===== src/rtl/axi_lite_cmd_pkg.sv =====
// Shared types for the command-driven AXI4-Lite master.
// States, response codes and the command bundle.
package axi_lite_cmd_pkg;

  typedef enum logic [2:0] {
    IDLE,
    WR_AW_W,
    WR_B,
    RD_AR,
    RD_R,
    RESP
  } state_t;

  localparam logic [1:0] RESP_OKAY   = 2'b00;
  localparam logic [1:0] RESP_SLVERR = 2'b10;
  localparam logic [1:0] RESP_DECERR = 2'b11;

  localparam int CMD_ADDR_W = 32;

  typedef struct packed {
    logic                  write;
    logic [CMD_ADDR_W-1:0] addr;
    logic [31:0]           wdata;
    logic [3:0]            wstrb;
  } cmd_t;

endpackage


===== src/rtl/axi_lite_cmd_master.sv =====
// Turns a valid/ready command stream into single AXI4-Lite
// transactions, one in flight, one response per command.
module axi_lite_cmd_master
  import axi_lite_cmd_pkg::*;
#(
  parameter int C_M_AXI_ADDR_WIDTH = 32,
  parameter int C_M_AXI_DATA_WIDTH = 32,
  parameter logic [C_M_AXI_ADDR_WIDTH-1:0]
    C_M_TARGET_SLAVE_BASE_ADDR = 32'h40000000,
  parameter int TIMEOUT_CYCLES = 256
) (
  input  logic                            M_AXI_ACLK,
  input  logic                            M_AXI_RESET,
  input  logic                            cmd_valid,
  output logic                            cmd_ready,
  input  logic                            cmd_write,
  input  logic [C_M_AXI_ADDR_WIDTH-1:0]   cmd_addr,
  input  logic [31:0]                     cmd_wdata,
  input  logic [3:0]                      cmd_wstrb,
  output logic                            rsp_valid,
  input  logic                            rsp_ready,
  output logic [31:0]                     rsp_rdata,
  output logic [1:0]                      rsp_resp,
  output logic                            rsp_timeout,
  output logic                            busy,
  output logic [C_M_AXI_ADDR_WIDTH-1:0]   M_AXI_AWADDR,
  output logic [2:0]                      M_AXI_AWPROT,
  output logic                            M_AXI_AWVALID,
  input  logic                            M_AXI_AWREADY,
  output logic [C_M_AXI_DATA_WIDTH-1:0]   M_AXI_WDATA,
  output logic [C_M_AXI_DATA_WIDTH/8-1:0] M_AXI_WSTRB,
  output logic                            M_AXI_WVALID,
  input  logic                            M_AXI_WREADY,
  input  logic [1:0]                      M_AXI_BRESP,
  input  logic                            M_AXI_BVALID,
  output logic                            M_AXI_BREADY,
  output logic [C_M_AXI_ADDR_WIDTH-1:0]   M_AXI_ARADDR,
  output logic [2:0]                      M_AXI_ARPROT,
  output logic                            M_AXI_ARVALID,
  input  logic                            M_AXI_ARREADY,
  input  logic [C_M_AXI_DATA_WIDTH-1:0]   M_AXI_RDATA,
  input  logic [1:0]                      M_AXI_RRESP,
  input  logic                            M_AXI_RVALID,
  output logic                            M_AXI_RREADY
);

  localparam int AW = C_M_AXI_ADDR_WIDTH;
  localparam int DW = C_M_AXI_DATA_WIDTH;

  state_t state, state_n;

  logic [31:0]     tcnt, tcnt_n;
  logic            expire;
  logic            abort;
  logic            aw_ok, w_ok;
  cmd_t            cmd_in;
  logic [AW-1:0]   acc_addr;

  logic [AW-1:0]   awaddr_n, araddr_n;
  logic [DW-1:0]   wdata_n;
  logic [DW/8-1:0] wstrb_n;
  logic            awvalid_n, wvalid_n, bready_n;
  logic            arvalid_n, rready_n;
  logic            rsp_valid_n, rsp_timeout_n;
  logic [31:0]     rsp_rdata_n;
  logic [1:0]      rsp_resp_n;
  logic            cmd_ready_n, busy_n;

  assign M_AXI_AWPROT = 3'b000;
  assign M_AXI_ARPROT = 3'b000;

  assign cmd_in = {cmd_write, CMD_ADDR_W'(cmd_addr),
                   cmd_wdata, cmd_wstrb};

  assign acc_addr = C_M_TARGET_SLAVE_BASE_ADDR
                  + AW'(cmd_in.addr);

  assign expire = (TIMEOUT_CYCLES != 0)
               && (tcnt == 32'(TIMEOUT_CYCLES - 1));

  // Next-state, next-output and wait-timer logic.
  always_comb begin
    state_n       = state;
    tcnt_n        = tcnt + 32'd1;
    abort         = 1'b0;
    aw_ok         = 1'b0;
    w_ok          = 1'b0;
    awaddr_n      = M_AXI_AWADDR;
    araddr_n      = M_AXI_ARADDR;
    wdata_n       = M_AXI_WDATA;
    wstrb_n       = M_AXI_WSTRB;
    awvalid_n     = M_AXI_AWVALID;
    wvalid_n      = M_AXI_WVALID;
    bready_n      = M_AXI_BREADY;
    arvalid_n     = M_AXI_ARVALID;
    rready_n      = M_AXI_RREADY;
    rsp_valid_n   = rsp_valid;
    rsp_rdata_n   = rsp_rdata;
    rsp_resp_n    = rsp_resp;
    rsp_timeout_n = rsp_timeout;

    unique case (state)
      IDLE: begin
        tcnt_n = '0;
        if (cmd_valid && cmd_ready) begin
          if (cmd_in.write) begin
            state_n   = WR_AW_W;
            awaddr_n  = acc_addr;
            wdata_n   = DW'(cmd_in.wdata);
            wstrb_n   = (DW/8)'(cmd_in.wstrb);
            awvalid_n = 1'b1;
            wvalid_n  = 1'b1;
          end else begin
            state_n   = RD_AR;
            araddr_n  = acc_addr;
            arvalid_n = 1'b1;
          end
        end
      end
      WR_AW_W: begin
        aw_ok     = !M_AXI_AWVALID || M_AXI_AWREADY;
        w_ok      = !M_AXI_WVALID || M_AXI_WREADY;
        awvalid_n = !aw_ok;
        wvalid_n  = !w_ok;
        if (aw_ok && w_ok) begin
          state_n  = WR_B;
          bready_n = 1'b1;
        end else if (expire) begin
          abort = 1'b1;
        end
      end
      WR_B: begin
        if (M_AXI_BVALID && M_AXI_BREADY) begin
          state_n       = RESP;
          bready_n      = 1'b0;
          rsp_valid_n   = 1'b1;
          rsp_resp_n    = M_AXI_BRESP;
          rsp_rdata_n   = '0;
          rsp_timeout_n = 1'b0;
        end else if (expire) begin
          abort = 1'b1;
        end
      end
      RD_AR: begin
        if (M_AXI_ARVALID && M_AXI_ARREADY) begin
          state_n   = RD_R;
          arvalid_n = 1'b0;
          rready_n  = 1'b1;
        end else if (expire) begin
          abort = 1'b1;
        end
      end
      RD_R: begin
        if (M_AXI_RVALID && M_AXI_RREADY) begin
          state_n       = RESP;
          rready_n      = 1'b0;
          rsp_valid_n   = 1'b1;
          rsp_resp_n    = M_AXI_RRESP;
          rsp_rdata_n   = 32'(M_AXI_RDATA);
          rsp_timeout_n = 1'b0;
        end else if (expire) begin
          abort = 1'b1;
        end
      end
      RESP: begin
        tcnt_n = '0;
        if (rsp_ready) begin
          state_n     = IDLE;
          rsp_valid_n = 1'b0;
        end
      end
      default: state_n = IDLE;
    endcase

    if (abort) begin
      state_n       = RESP;
      awvalid_n     = 1'b0;
      wvalid_n      = 1'b0;
      bready_n      = 1'b0;
      arvalid_n     = 1'b0;
      rready_n      = 1'b0;
      rsp_valid_n   = 1'b1;
      rsp_resp_n    = RESP_SLVERR;
      rsp_rdata_n   = '0;
      rsp_timeout_n = 1'b1;
    end

    if (state_n != state) tcnt_n = '0;

    cmd_ready_n = (state_n == IDLE) && !rsp_valid_n;
    busy_n      = (state_n != IDLE);
  end

  // State and every output register.
  always_ff @(posedge M_AXI_ACLK) begin
    if (M_AXI_RESET) begin
      state         <= IDLE;
      tcnt          <= '0;
      M_AXI_AWADDR  <= '0;
      M_AXI_ARADDR  <= '0;
      M_AXI_WDATA   <= '0;
      M_AXI_WSTRB   <= '0;
      M_AXI_AWVALID <= 1'b0;
      M_AXI_WVALID  <= 1'b0;
      M_AXI_BREADY  <= 1'b0;
      M_AXI_ARVALID <= 1'b0;
      M_AXI_RREADY  <= 1'b0;
      rsp_valid     <= 1'b0;
      rsp_rdata     <= '0;
      rsp_resp      <= RESP_OKAY;
      rsp_timeout   <= 1'b0;
      cmd_ready     <= 1'b1;
      busy          <= 1'b0;
    end else begin
      state         <= state_n;
      tcnt          <= tcnt_n;
      M_AXI_AWADDR  <= awaddr_n;
      M_AXI_ARADDR  <= araddr_n;
      M_AXI_WDATA   <= wdata_n;
      M_AXI_WSTRB   <= wstrb_n;
      M_AXI_AWVALID <= awvalid_n;
      M_AXI_WVALID  <= wvalid_n;
      M_AXI_BREADY  <= bready_n;
      M_AXI_ARVALID <= arvalid_n;
      M_AXI_RREADY  <= rready_n;
      rsp_valid     <= rsp_valid_n;
      rsp_rdata     <= rsp_rdata_n;
      rsp_resp      <= rsp_resp_n;
      rsp_timeout   <= rsp_timeout_n;
      cmd_ready     <= cmd_ready_n;
      busy          <= busy_n;
    end
  end

endmodule

===== config.mk =====
export PLATFORM = sky130hd
export DESIGN_NAME = axi_lite_cmd_master
export DESIGN_NICKNAME = d
export VERILOG_FILES = /design/src/rtl/axi_lite_cmd_pkg.sv /design/src/rtl/axi_lite_cmd_master.sv
export SDC_FILE = /design/constraint.sdc
export NUM_CORES = 1
export LEC_CHECK = 0
export CORE_AREA = 10 10 131 157
export DETAILED_ROUTE_END_ITERATION = 6
export DIE_AREA = 0 0 141 167
export MAX_ROUTING_LAYER = met4
export PLACE_DENSITY = 0.76
export REMOVE_ABC_BUFFERS = 1
export SLEW_MARGIN = 25
export SYNTH_ARGS = -nofsm -noshare
export SYNTH_HDL_FRONTEND = slang
export SYNTH_SLANG_ARGS = --single-unit

===== constraint.sdc =====
create_clock -name M_AXI_ACLK -period 2.3 [get_ports M_AXI_ACLK]
set_clock_uncertainty 0.15 [all_clocks]
set_input_delay 0.46 -clock M_AXI_ACLK [delete_from_list [all_inputs] [get_ports M_AXI_ACLK]]
set_output_delay 0.46 -clock M_AXI_ACLK [all_outputs]
set_load 0.005 [all_outputs]

Word-level counts from Yosys, hierarchy flattened
Index checks and enable logic that the tools add are counted.
{"block": "word_totals", "reg_bits": 178, "in_bits": 114, "elab_cells": 112}
{"block": "classes", "n_addsub": 2, "eq_ne": 16, "muxes": 43, "n_bitwise": 1, "reduce_logical": 32}
{"op": "$mux W32", "count": 2}
{"op": "$pmux W32 S2", "count": 1}
{"op": "$add A31 B32 Y32 const A", "count": 1}
{"op": "$add A32 B1 Y32 const B", "count": 1}
{"op": "$eq A32 B8 Y1 const B", "count": 1}
{"op": "$mux W3", "count": 7}
{"op": "$reduce_and A3 Y1", "count": 7}
{"op": "$mux W1", "count": 19}
{"op": "$pmux W3 S6", "count": 1}
{"op": "$ne A2 B2 Y1 const B", "count": 7}
{"op": "$pmux W1 S2", "count": 6}
{"op": "$reduce_bool A2 Y1", "count": 5}
{"op": "$mux W2", "count": 4}
{"op": "$eq A3 B2 Y1 const B", "count": 2}
{"op": "$eq A3 B3 Y1 const B", "count": 2}
{"op": "$logic_and A1 B1 Y1", "count": 6}
{"op": "$logic_not A3 Y1", "count": 2}
{"op": "$ne A3 B3 Y1 const B", "count": 2}
{"op": "$reduce_bool A3 Y1", "count": 2}
{"op": "$logic_not A1 Y1", "count": 5}
{"op": "$pmux W1 S4", "count": 1}
{"op": "$pmux W2 S2", "count": 1}
{"op": "$reduce_and A4 Y1", "count": 1}
{"op": "$reduce_or A4 Y1", "count": 1}
{"op": "other kinds (6)", "count": 7}

Depth between registers and ports, before layout
Gate-level depths: netlist of the first run.
{"block": "depth", "depth_word": 8, "depth_mapped": 9}

Worst setup path after synthesis of the first run
Ideal clock, no wire load.
{"block": "synth_path", "path_kind": "input to register", "from": "input M_AXI_BVALID", "to": "register tcnt[23]", "setup_time_ps": 115, "arrival_time_ps": 2189, "required_ps": 2035, "slack_ps": -154, "cell_stages": 8, "path_buffers": 2, "path_cell_list": "and2_1 > a32o_1 > buf_6 > or4_4 > o21a_1 > o221ai_4 > buf_6 > nor2_2"}
{"block": "synth_via", "elab_chain_len": 6}
{"element": "start, declared", "line": "axi_lite_cmd_master.sv:35", "source": "input logic M_AXI_BVALID,"}
{"element": "$logic_and A1 B1 Y1 *", "line": "axi_lite_cmd_master.sv:133", "source": "if (M_AXI_BVALID && M_AXI_BREADY) begin"}
{"element": "$mux W3 / $mux W1 (equally long branches)", "line": "axi_lite_cmd_master.sv:133"}
{"element": "$pmux W3 S6 / $pmux W1 S4 (equally long branches)", "line": "axi_lite_cmd_master.sv:102", "source": "unique case (state)"}
{"element": "$mux W3 *", "line": "axi_lite_cmd_master.sv:175", "source": "if (abort) begin"}
{"element": "$ne A3 B3 Y1 *", "line": "axi_lite_cmd_master.sv:188", "source": "if (state_n != state) tcnt_n = '0;"}
{"element": "$reduce_or A4 Y1 (no line) *"}
{"element": "end signal, assigned", "line": "axi_lite_cmd_master.sv:216", "source": "tcnt <= tcnt_n;"}
{"element": "end, declared", "line": "axi_lite_cmd_master.sv:52", "source": "logic [31:0] tcnt, tcnt_n;"}
Every way passes the cells marked *; elsewhere a longest branch is shown, timed or not.
A chain may end at the register's enable or synchronous reset.

Worst setup path after layout of the first run
{"block": "layout_path", "from": "register state[0]", "to": "register tcnt[2]"}
{"block": "layout_via", "elab_chain_len": 5}
{"element": "start, declared", "line": "axi_lite_cmd_master.sv:50", "source": "state_t state, state_n;"}
{"element": "start signal, assigned", "line": "axi_lite_cmd_master.sv:215", "source": "state <= state_n;"}
{"element": "$eq A3 B3 Y1, or another cell as far along", "line": "axi_lite_cmd_master.sv:102"}
{"element": "$pmux W3 S6 / $pmux W1 S4 (equally long branches)", "line": "axi_lite_cmd_master.sv:102"}
{"element": "$mux W3", "line": "axi_lite_cmd_master.sv:175"}
{"element": "$ne A3 B3 Y1", "line": "axi_lite_cmd_master.sv:188"}
{"element": "$reduce_or A4 Y1 (no line) *"}
Marks and branches as above.

==> reports/results.ini, run 1 <==
[outcome]
status=complete, but fails checks
failed_checks=negative setup slack

[global_route]
antenna_found_initial=0
grt_pass1_vias=6775
track_usage=0.189
overflow=0
grt_max_degree=93
grt_pass1_wl_um=35300

[final_layout]
fin_area_um2=10600
drive_above_1_share=0.124
fin_nets=1237
final_cell_mix=253 x clkdlybuf4s50_1, 237 x nand2_1, 173 x dfxtp_1
fin_util=0.613
final_common_cell=clkdlybuf4s50_1
fillers=1489
final_cells=1355
syn2layout_area_growth_pct=55.8
n_antenna_cell=0

[placed_design]
placed_area_um2=9880
dp.cells=1313
gp_congestion=0.829
port_buffers=256
dpl_worst_slack_ns=-0.543
dp_hpwl_um=15800

[synth]
yosys-top-cells-area=dfxtp_1 52%, nand2_1 13%, a21oi_1 10%, nand3_1 3.1%, clkbuf_1 2.6%
ys_ff_latch=178
syn_area_um2=6830
synth_edf_count=0
synthFlopType=dfxtp_1
ys_seq_area_frac=0.521
ys_warn_count=0
synthArstFlopShare=0
ys_types=46
syn_inst=844
synth_top_area_cell=dfxtp_1
synth_top_area_share=0.521
syn_area_per_cell_um2=8.10

[route]
ant_nets=0
initialDrtViolationCount=339
drt_wl_total_um=22400
via_count=6693
first_pass_iters=4
viasPerCell=4.94
drc=0
wl_per_cell_um=16.5

[clock_network]
ctsHoldBuffers=0
cts_tree=built
cts.sinks=178
cts_buffers=17
cts_buffer_depth=2
h-tree-depth=4
clkTransAtPathRegs_ns=0.07
clk_latency_ns=0.43
cts-root-buf=clkbuf_16

[critical_path]
max_stage_delay_ns=0.55
worstSetupPathType=register to register
cp_top_family=compound AO/OA/AOI/OAI gates
cp_common_cell=buf_12
crit_slowest_cell=or4_4
worstSetupEndpointType=register
start_kind=register
worstPathCellList=nor2_2, a32o_2, or4_4, o21a_1, o221ai_4, buf_12, buf_12, nor2_1
crit_arrival_ns=2.52
worst-path-buf-inv=2
cp_max_fo=9
crit_required_ns=2.47

[timing]
hold_viol=0
slew_violations=0
max_clock_freq_mhz=426
fin_ws_ns=-0.0496
fin_crit_sh=1.02
tns_ns=-0.831
rsz0062_at_grt=true
relSlewSlack=0.668
hold_ws_ns=0.212
worst_pin_slew_ns=0.492
period_minus_slack_ns=2.35
setup_viol=24

[floorplan]
rows=53
die_w_um=141
start_util=0.393
die-area_um2=23500
die_y_um=167
coreArea_um2=17400
ios=263

[power]
power-per-cell-area_nw_per_um2=791
ir_worst_vdd_mv=0.706
power_leakage_nw=3.74
power_mw=8.42

[run]
cap_viol_max_count=0

[min_path]
hold_class=input pin to register

-- cell type report --
class | count | area [um2] | share of cell area
inverters | 10 | 37.5 | 0.00353
repair buffers | 318 | 3150 | 0.296
flip-flops and latches | 178 | 3570 | 0.336
clock inverters | 13 | 119 | 0.0112
multi-input cells | 597 | 3060 | 0.287
well taps | 220 | 275 | 0.0259
clock buffers | 19 | 433 | 0.0407
-- layer usage --
metal / vias to the layer above / part of all wire / track usage
li1: 3331 / - / -
met1: 3095 / 0.39 / 0.201
met2: 235 / 0.48 / 0.300
met3: 32 / 0.11 / 0.0973
met4: 0 / 0.016 / 0.0562
met5: - / 0 / -
-- cell families (layout without fill, tap and decap cells) --
| family | Yosys count | in the layout | share of synthesized area |
|---|---|---|---|
| buffers and inverters | 74 | 360 | 0.0500 |
| flip-flops | 178 | 178 | 0.521 |
| multiplexers | 2 | 2 | 0.00293 |
| AO/OA/AOI/OAI | 159 | 159 | 0.126 |
| XOR/XNOR | 31 | 31 | 0.0397 |
| adder cells (fa/ha/maj) | 1 | 1 | 0.00183 |
| other | 1 | 6 | 0.000549 |
| AND/OR/NAND/NOR | 398 | 398 | 0.258 |
-- Yosys cell counts, types with 7 or more instances --
| master | count |
|---|---|
| a21oi_1 | 139 |
| and3_1 | 10 |
| buf_4 | 8 |
| clkbuf_1 | 47 |
| dfxtp_1 | 178 |
| inv_1 | 10 |
| nand2_1 | 238 |
| nand3_1 | 43 |
| nand4_1 | 10 |
| nor2_1 | 46 |
| nor2_2 | 11 |
| nor3_1 | 7 |
| nor4_1 | 8 |
| xnor2_1 | 14 |
| xor2_1 | 17 |
-- repair_timing --
item                                    CTS  global route
pin swaps                                 6            11
buffers inserted                          6             4
endpoints found under the setup margin   34            34
gates resized for setup                  16            24
gates cloned                              3             0
-- worst paths after layout --
check / from / endpoint / slack (ns) / cells after the start
setup / recovery: state[0] / tcnt[2] / -0.05 / 8
hold / removal: M_AXI_RESET / M_AXI_ARADDR[26] / 0.21 / 2
setup reg to reg: state[0] / tcnt[2] / -0.05 / 8
hold reg to reg: rsp_rdata[6] / rsp_rdata[6] / 0.30 / 2
-- registers in the layout (all words and copies together) (netlist names), 2 cells and up --
name	cells
tcnt	32
M_AXI_AWADDR	32
rsp_rdata	32
state	3
rsp_resp	2
M_AXI_ARADDR	32
M_AXI_WSTRB	4
M_AXI_WDATA	32
-- power breakdown --
part / internal [mW] / total [mW] / switching (mW)
clock: 1.43 / 2.74 / 1.31
sequential: 3.36 / 3.52 / 0.161
combinational: 1.14 / 2.16 / 1.02
total: 5.92 / 8.42 / 2.50
(Power assumes the default switching activity.)
==> run 2, diff against run 1 <==
- CORE_AREA: 10 10 131 157 -> 10 10 129 155
- CTS_BUF_LIST: default -> sky130_fd_sc_hd__clkbuf_4 sky130_fd_sc_hd__clkbuf_8
- DIE_AREA: 0 0 141 167 -> 0 0 139 165
- GPL_TIMING_DRIVEN: default -> 0
- PLACE_DENSITY: 0.76 -> 0.78
==> run 2 against run 1 <==
The run still ends with negative setup slack left. Critical endpoint is now tcnt[18]. Utilization up 2.2 points. Via count up 2.3%. Worst hold slack worse by 0.085 ns. Combinational power up 9.7%.
==> reports/results.ini, run 2 (same netlist as run 1, synthesis figures left out) <==
[floorplan]
ios=263  ; unchanged
start_util=0.407  ; +0.0138
die_w_um=139  ; -1.4%
rows=52  ; -1.9%
die_y_um=165  ; -1.2%
coreArea_um2=16800  ; -3.4%
die-area_um2=22900  ; -2.6%

[timing]
fin_ws_ns=-0.150  ; -0.100 ns
max_clock_freq_mhz=408  ; -4.1%
hold_ws_ns=0.127  ; -0.0848 ns
worst_pin_slew_ns=1.06  ; +0.572 ns
hold_viol=0  ; unchanged
tns_ns=-3.50  ; -2.67 ns
period_minus_slack_ns=2.45  ; +0.100 ns
relSlewSlack=0.284  ; -0.385
rsz0062_at_grt=true
slew_violations=0  ; unchanged
fin_crit_sh=1.07  ; +0.0436
setup_viol=51  ; +110%

[placed_design]
dpl_worst_slack_ns=-1.41  ; -0.868 ns
dp.cells=1267  ; -3.5%
placed_area_um2=9570  ; -3.1%
port_buffers=256  ; unchanged
gp_congestion=0.805  ; -2.9%
dp_hpwl_um=15200  ; -3.9%

[clock_network]
clkTransAtPathRegs_ns=0.10  ; +0.03 ns
cts_tree=built
cts_buffers=17  ; unchanged
ctsHoldBuffers=0  ; unchanged
clk_latency_ns=0.46  ; +0.03 ns
cts_buffer_depth=2  ; unchanged
cts-root-buf=clkbuf_8
cts.sinks=178  ; unchanged
h-tree-depth=4  ; unchanged

[critical_path]
crit_required_ns=2.49  ; +0.02 ns
worstSetupEndpointType=register
crit_slowest_cell=or4_4
crit_arrival_ns=2.64  ; +0.12 ns
worstPathCellList=nor3b_4, a32o_4, or4_4, o21a_4, o221ai_4, clkbuf_16, nor2_4
cp_max_fo=7  ; -2
start_kind=register
worstSetupPathType=register to register
cp_top_family=simple AND/OR/NAND/NOR gates
worst-path-buf-inv=1  ; -1
max_stage_delay_ns=0.57  ; +0.02 ns

[outcome]
status=complete, but fails checks
failed_checks=negative setup slack

[final_layout]
fin_nets=1229  ; -0.65%
syn2layout_area_growth_pct=55.9  ; about the same
drive_above_1_share=0.136  ; +0.0117
fin_area_um2=10700  ; about the same
final_common_cell=clkdlybuf4s50_1
final_cell_mix=253 x clkdlybuf4s50_1, 237 x nand2_1, 170 x dfxtp_1
fillers=1414  ; -5.0%
final_cells=1343  ; -0.89%
fin_util=0.635  ; +0.0218

[global_route]
grt_max_degree=93  ; unchanged
grt_pass1_vias=6859  ; +1.2%
track_usage=0.200  ; +0.0108
antenna_found_initial=0  ; unchanged
grt_pass1_wl_um=36200  ; +2.7%
overflow=0  ; unchanged

[route]
drc=0  ; unchanged
viasPerCell=5.10  ; +3.2%
initialDrtViolationCount=438  ; +29%
ant_nets=0  ; unchanged
drt_wl_total_um=23900  ; +6.7%
wl_per_cell_um=17.8  ; +7.7%
first_pass_iters=5  ; +1
via_count=6848  ; +2.3%

[power]
power_frac_clock=0.259  ; -0.066
power_mw=7.97  ; -5.4%
p_sw_mw=2.52  ; +0.93%
ir_worst_vdd_mv=0.487  ; -31%
power-per-cell-area_nw_per_um2=748  ; -5.5%
power_frac_seq=0.443  ; +0.025
comb_power_share=0.298  ; +0.041
power_leakage_nw=3.66  ; -2.2%
internal-power_mw=5.44  ; -8.1%
sw_frac_of_total=0.317  ; +0.0200

[run]
cap_viol_max_count=0  ; unchanged

[min_path]
hold_class=input pin to register

[run 2: path summary, 6_finish.rpt]
path                            cells past startpoint               to  slack [ns]          from
worst max-delay path                                7         tcnt[18]       -0.15      state[2]
worst min-delay path                                2  M_AXI_ARADDR[2]        0.13   M_AXI_RESET
worst max register to register                      7         tcnt[18]       -0.15      state[2]
worst min register to register                      2     rsp_rdata[2]        0.30  rsp_rdata[2]
[run 2: repair_timing]
item                       CTS  global route
pin swaps                   30             8
buffers inserted            35             5
setup endpoints to repair   76           125
gates cloned                 5             1
resized for setup           55            30
[run 2: power groups by stage]
stage | clock network, mW | logic [mW] | registers (mW)
floorplan | 0 | 0.699 | 3.60
global placement | 0 | 1.72 | 3.58
detailed placement | 0 | 1.79 | 3.60
CTS | 2.11 | 2.24 | 3.52
global route | 2.23 | 2.56 | 3.56
finish | 2.07 | 2.37 | 3.53
[run 2: area by class of cell]
type	instances	area, um2	share of cell area
tap	216	270	0.0254
antenna	1	2.50	0.000235
clock buffer	18	241	0.0227
sequential	178	3580	0.336
multi-input combinational	601	3310	0.311
inverter	10	37.5	0.00352
clock inverter	13	125	0.0117
timing repair buffer	306	3090	0.290
[run 2: layer usage]
layer / wire [um] / GRT usage / share of wire / up-vias
met5: 0 / - / 0 / -
met4: 450 / 0.0589 / 0.019 / 0
li1: - / - / - / 3336
met3: 2330 / 0.0914 / 0.097 / 41
met2: 11700 / 0.326 / 0.49 / 269
met1: 9420 / 0.215 / 0.39 / 3202
==> run 3, diff against run 2 <==
- CORE_AREA: 10 10 129 155 -> 2 2 121 147
- DIE_AREA: 0 0 139 165 -> 0 0 123 149
- SLEW_MARGIN: 25 -> 20
==> run 3 against run 2 <==
The flow still finishes with violations (negative setup slack). Cell area down 1.3%. Utilization is 2.0 points lower. Global-route usage grew 2.5 points. Setup slack gained 0.063 ns. Via count shrank 2.4%. Clock power is 13% higher. Die area is 20% lower. Sequential power about the same. First-iteration DRC count fell by 19%. Wire length down 13%. Critical path type is now input pin to register. Highest routed layer unchanged.
==> reports/results.ini, run 3 (same netlist as run 1, synthesis figures left out) <==
[route]
viasPerCell=5.01  ; -1.8%
via_count=6683  ; -2.4%
first_pass_iters=4  ; -1
ant_nets=0  ; unchanged
drt_wl_total_um=20800  ; -13%
initialDrtViolationCount=353  ; -19%
drc=0  ; unchanged
wl_per_cell_um=15.6  ; -12%

[clock_network]
h-tree-depth=4  ; unchanged
cts_buffer_depth=2  ; unchanged
cts.sinks=178  ; unchanged
clk_latency_ns=0.47  ; about the same
clkTransAtPathRegs_ns=0.09  ; about the same
cts_buffers=17  ; unchanged
cts-root-buf=clkbuf_8
cts_tree=built

[critical_path]
start_kind=input pin
crit_slowest_cell=or4_4
worstSetupEndpointType=register
worstPathCellList=clkdlybuf4s50_1, and2_4, a32o_4, or4_4, o21a_4, o221ai_4, buf_8, nor2_2
rr_endpoint=tcnt[2]
rr_worst_depth=8  ; +1
cp_max_fo=8  ; +1
reg2reg_slack_ns=-0.07  ; +0.08 ns
worst-path-buf-inv=2  ; +1
max_stage_delay_ns=0.55  ; -0.02 ns
startpoint=M_AXI_RVALID
worstSetupPathType=input pin to register
crit_arrival_ns=2.59  ; -0.05 ns
timing.rr.start=state[2]
cp_top_family=simple AND/OR/NAND/NOR gates
crit_required_ns=2.51  ; +0.02 ns

[min_path]
hold_class=register to register
min_from=tcnt[0]
worst_hold_path.endpoint=tcnt[0]
hold_path_depth=1  ; -1

[final_layout]
n_antenna_cell=0  ; -1
syn2layout_area_growth_pct=53.8
final_cell_mix=254 x clkdlybuf4s50_1, 237 x nand2_1, 173 x dfxtp_1
final_common_cell=clkdlybuf4s50_1
drive_above_1_share=0.122  ; -0.0139
fin_area_um2=10500  ; -1.3%
fin_nets=1217  ; -0.98%

[power]
power_mw=8.02  ; +0.74%
power-per-cell-area_nw_per_um2=763  ; +2.1%
power_leakage_nw=3.60  ; -1.6%
ir_worst_vdd_mv=0.463  ; -5.0%

[placed_design]
port_buffers=256  ; unchanged
dp_hpwl_um=13100  ; -14%
placed_area_um2=9570  ; about the same
gp_congestion=0.845  ; +4.9%
dpl_worst_slack_ns=-1.47  ; -0.0579 ns

[timing]
hold_viol=0  ; unchanged
worst_pin_slew_ns=0.732  ; -0.333 ns
slew_violations=0  ; unchanged
fin_crit_sh=1.04  ; -0.0273
rsz0062_at_grt=true
max_clock_freq_mhz=419  ; +2.6%
relSlewSlack=0.512  ; +0.228
period_minus_slack_ns=2.39  ; -0.0628 ns
fin_ws_ns=-0.0870  ; +0.0628 ns
hold_ws_ns=0.285  ; +0.158 ns
setup_viol=34  ; -33%

[floorplan]
rows=53  ; +1.9%
die_w_um=123  ; -12%
die-area_um2=18300  ; -20%
ios=263  ; unchanged
start_util=0.399  ; -0.00768
die_y_um=149  ; -9.7%
coreArea_um2=17100  ; +1.9%

[global_route]
overflow=0  ; unchanged
top_usage_layer=met2
grt_pass1_vias=6370  ; -7.1%
antenna_found_initial=0  ; unchanged
use_met2=0.359  ; +0.0337
grt_pass1_wl_um=31700  ; -13%
grt_use_met3=0.0879  ; -0.00343
track_usage=0.225  ; +0.0254
grt_util_met1=0.258  ; +0.0434
grt_max_degree=67  ; -28%

[run]
cap_viol_max_count=0  ; unchanged

[outcome]
failed_checks=negative setup slack
status=complete, but fails checks

run 3: changes by cell type in the layout (fill, tap and decap cells not counted), sizes merged:
| cell | previous run | this run |
|---|---|---|
| buf | 50 | 37 |
| dlygate4sd2 | 2 | 1 |
| clkdlybuf4s50 | 253 | 254 |
| clkinvlp | 4 | 1 |
| bufinv | 1 | 2 |
| clkbuf | 19 | 18 |
| inv | 16 | 18 |
| or2 | 2 | 4 |
| clkinv | 2 | 3 |
| diode | 1 | 0 |
run 3: stage by stage:
stage	instances	setup TNS (ns)	util
after floorplan	785	-140.52	-
after global placement	1261	-437.88	0.549
after detailed placement	1270	-101.71	0.559
after CTS	1328	-0.120	0.604
after global routing	1335	-4.10	0.615
final	1335	-1.81	0.615
run 3: timing repair:
item,in CTS,in global routing
endpoints found under the hold margin,0,0
pin swaps,21,15
hold buffers,0,0
setup buffers,25,4
cloned,3,3
setup endpoints to repair,85,104
resized for setup,37,35
run 3: worst max-delay path by stage:
stage          depth (start not counted)        end  slack (ns)
2_1_floorplan                          6   tcnt[10]       -1.73
3_3_place_gp                           6  cmd_ready       -3.17
3_5_place_dp                           7   tcnt[15]       -1.47
4_1_cts                                8   tcnt[15]       -0.02
5_1_grt                                7    tcnt[2]       -0.12
6_report                               8    tcnt[2]       -0.09
run 3: layout make-up:
cell class,instances,area (um2)
Fill cell,1484,6600
Sequential cell,178,3580
Multi-Input combinational cell,603,3250
Timing Repair Buffer,292,2950
Tap cell,220,275
Clock buffer,18,241
Clock inverter,14,189
Inverter,10,37.5
run 3: per-layer routing:
layer / share of wire / routed length (um)
met1: 0.40 / 8390
met2: 0.49 / 10100
met3: 0.095 / 1970
met4: 0.016 / 333
met5: 0 / 0
run 3: report_power, final:
group	total [mW]	leakage, nW	internal [mW]	switching, mW
sequential	3.51	1.45	3.36	0.157
clock	2.33	0.215	1.04	1.29
combinational	2.18	1.94	1.09	1.09
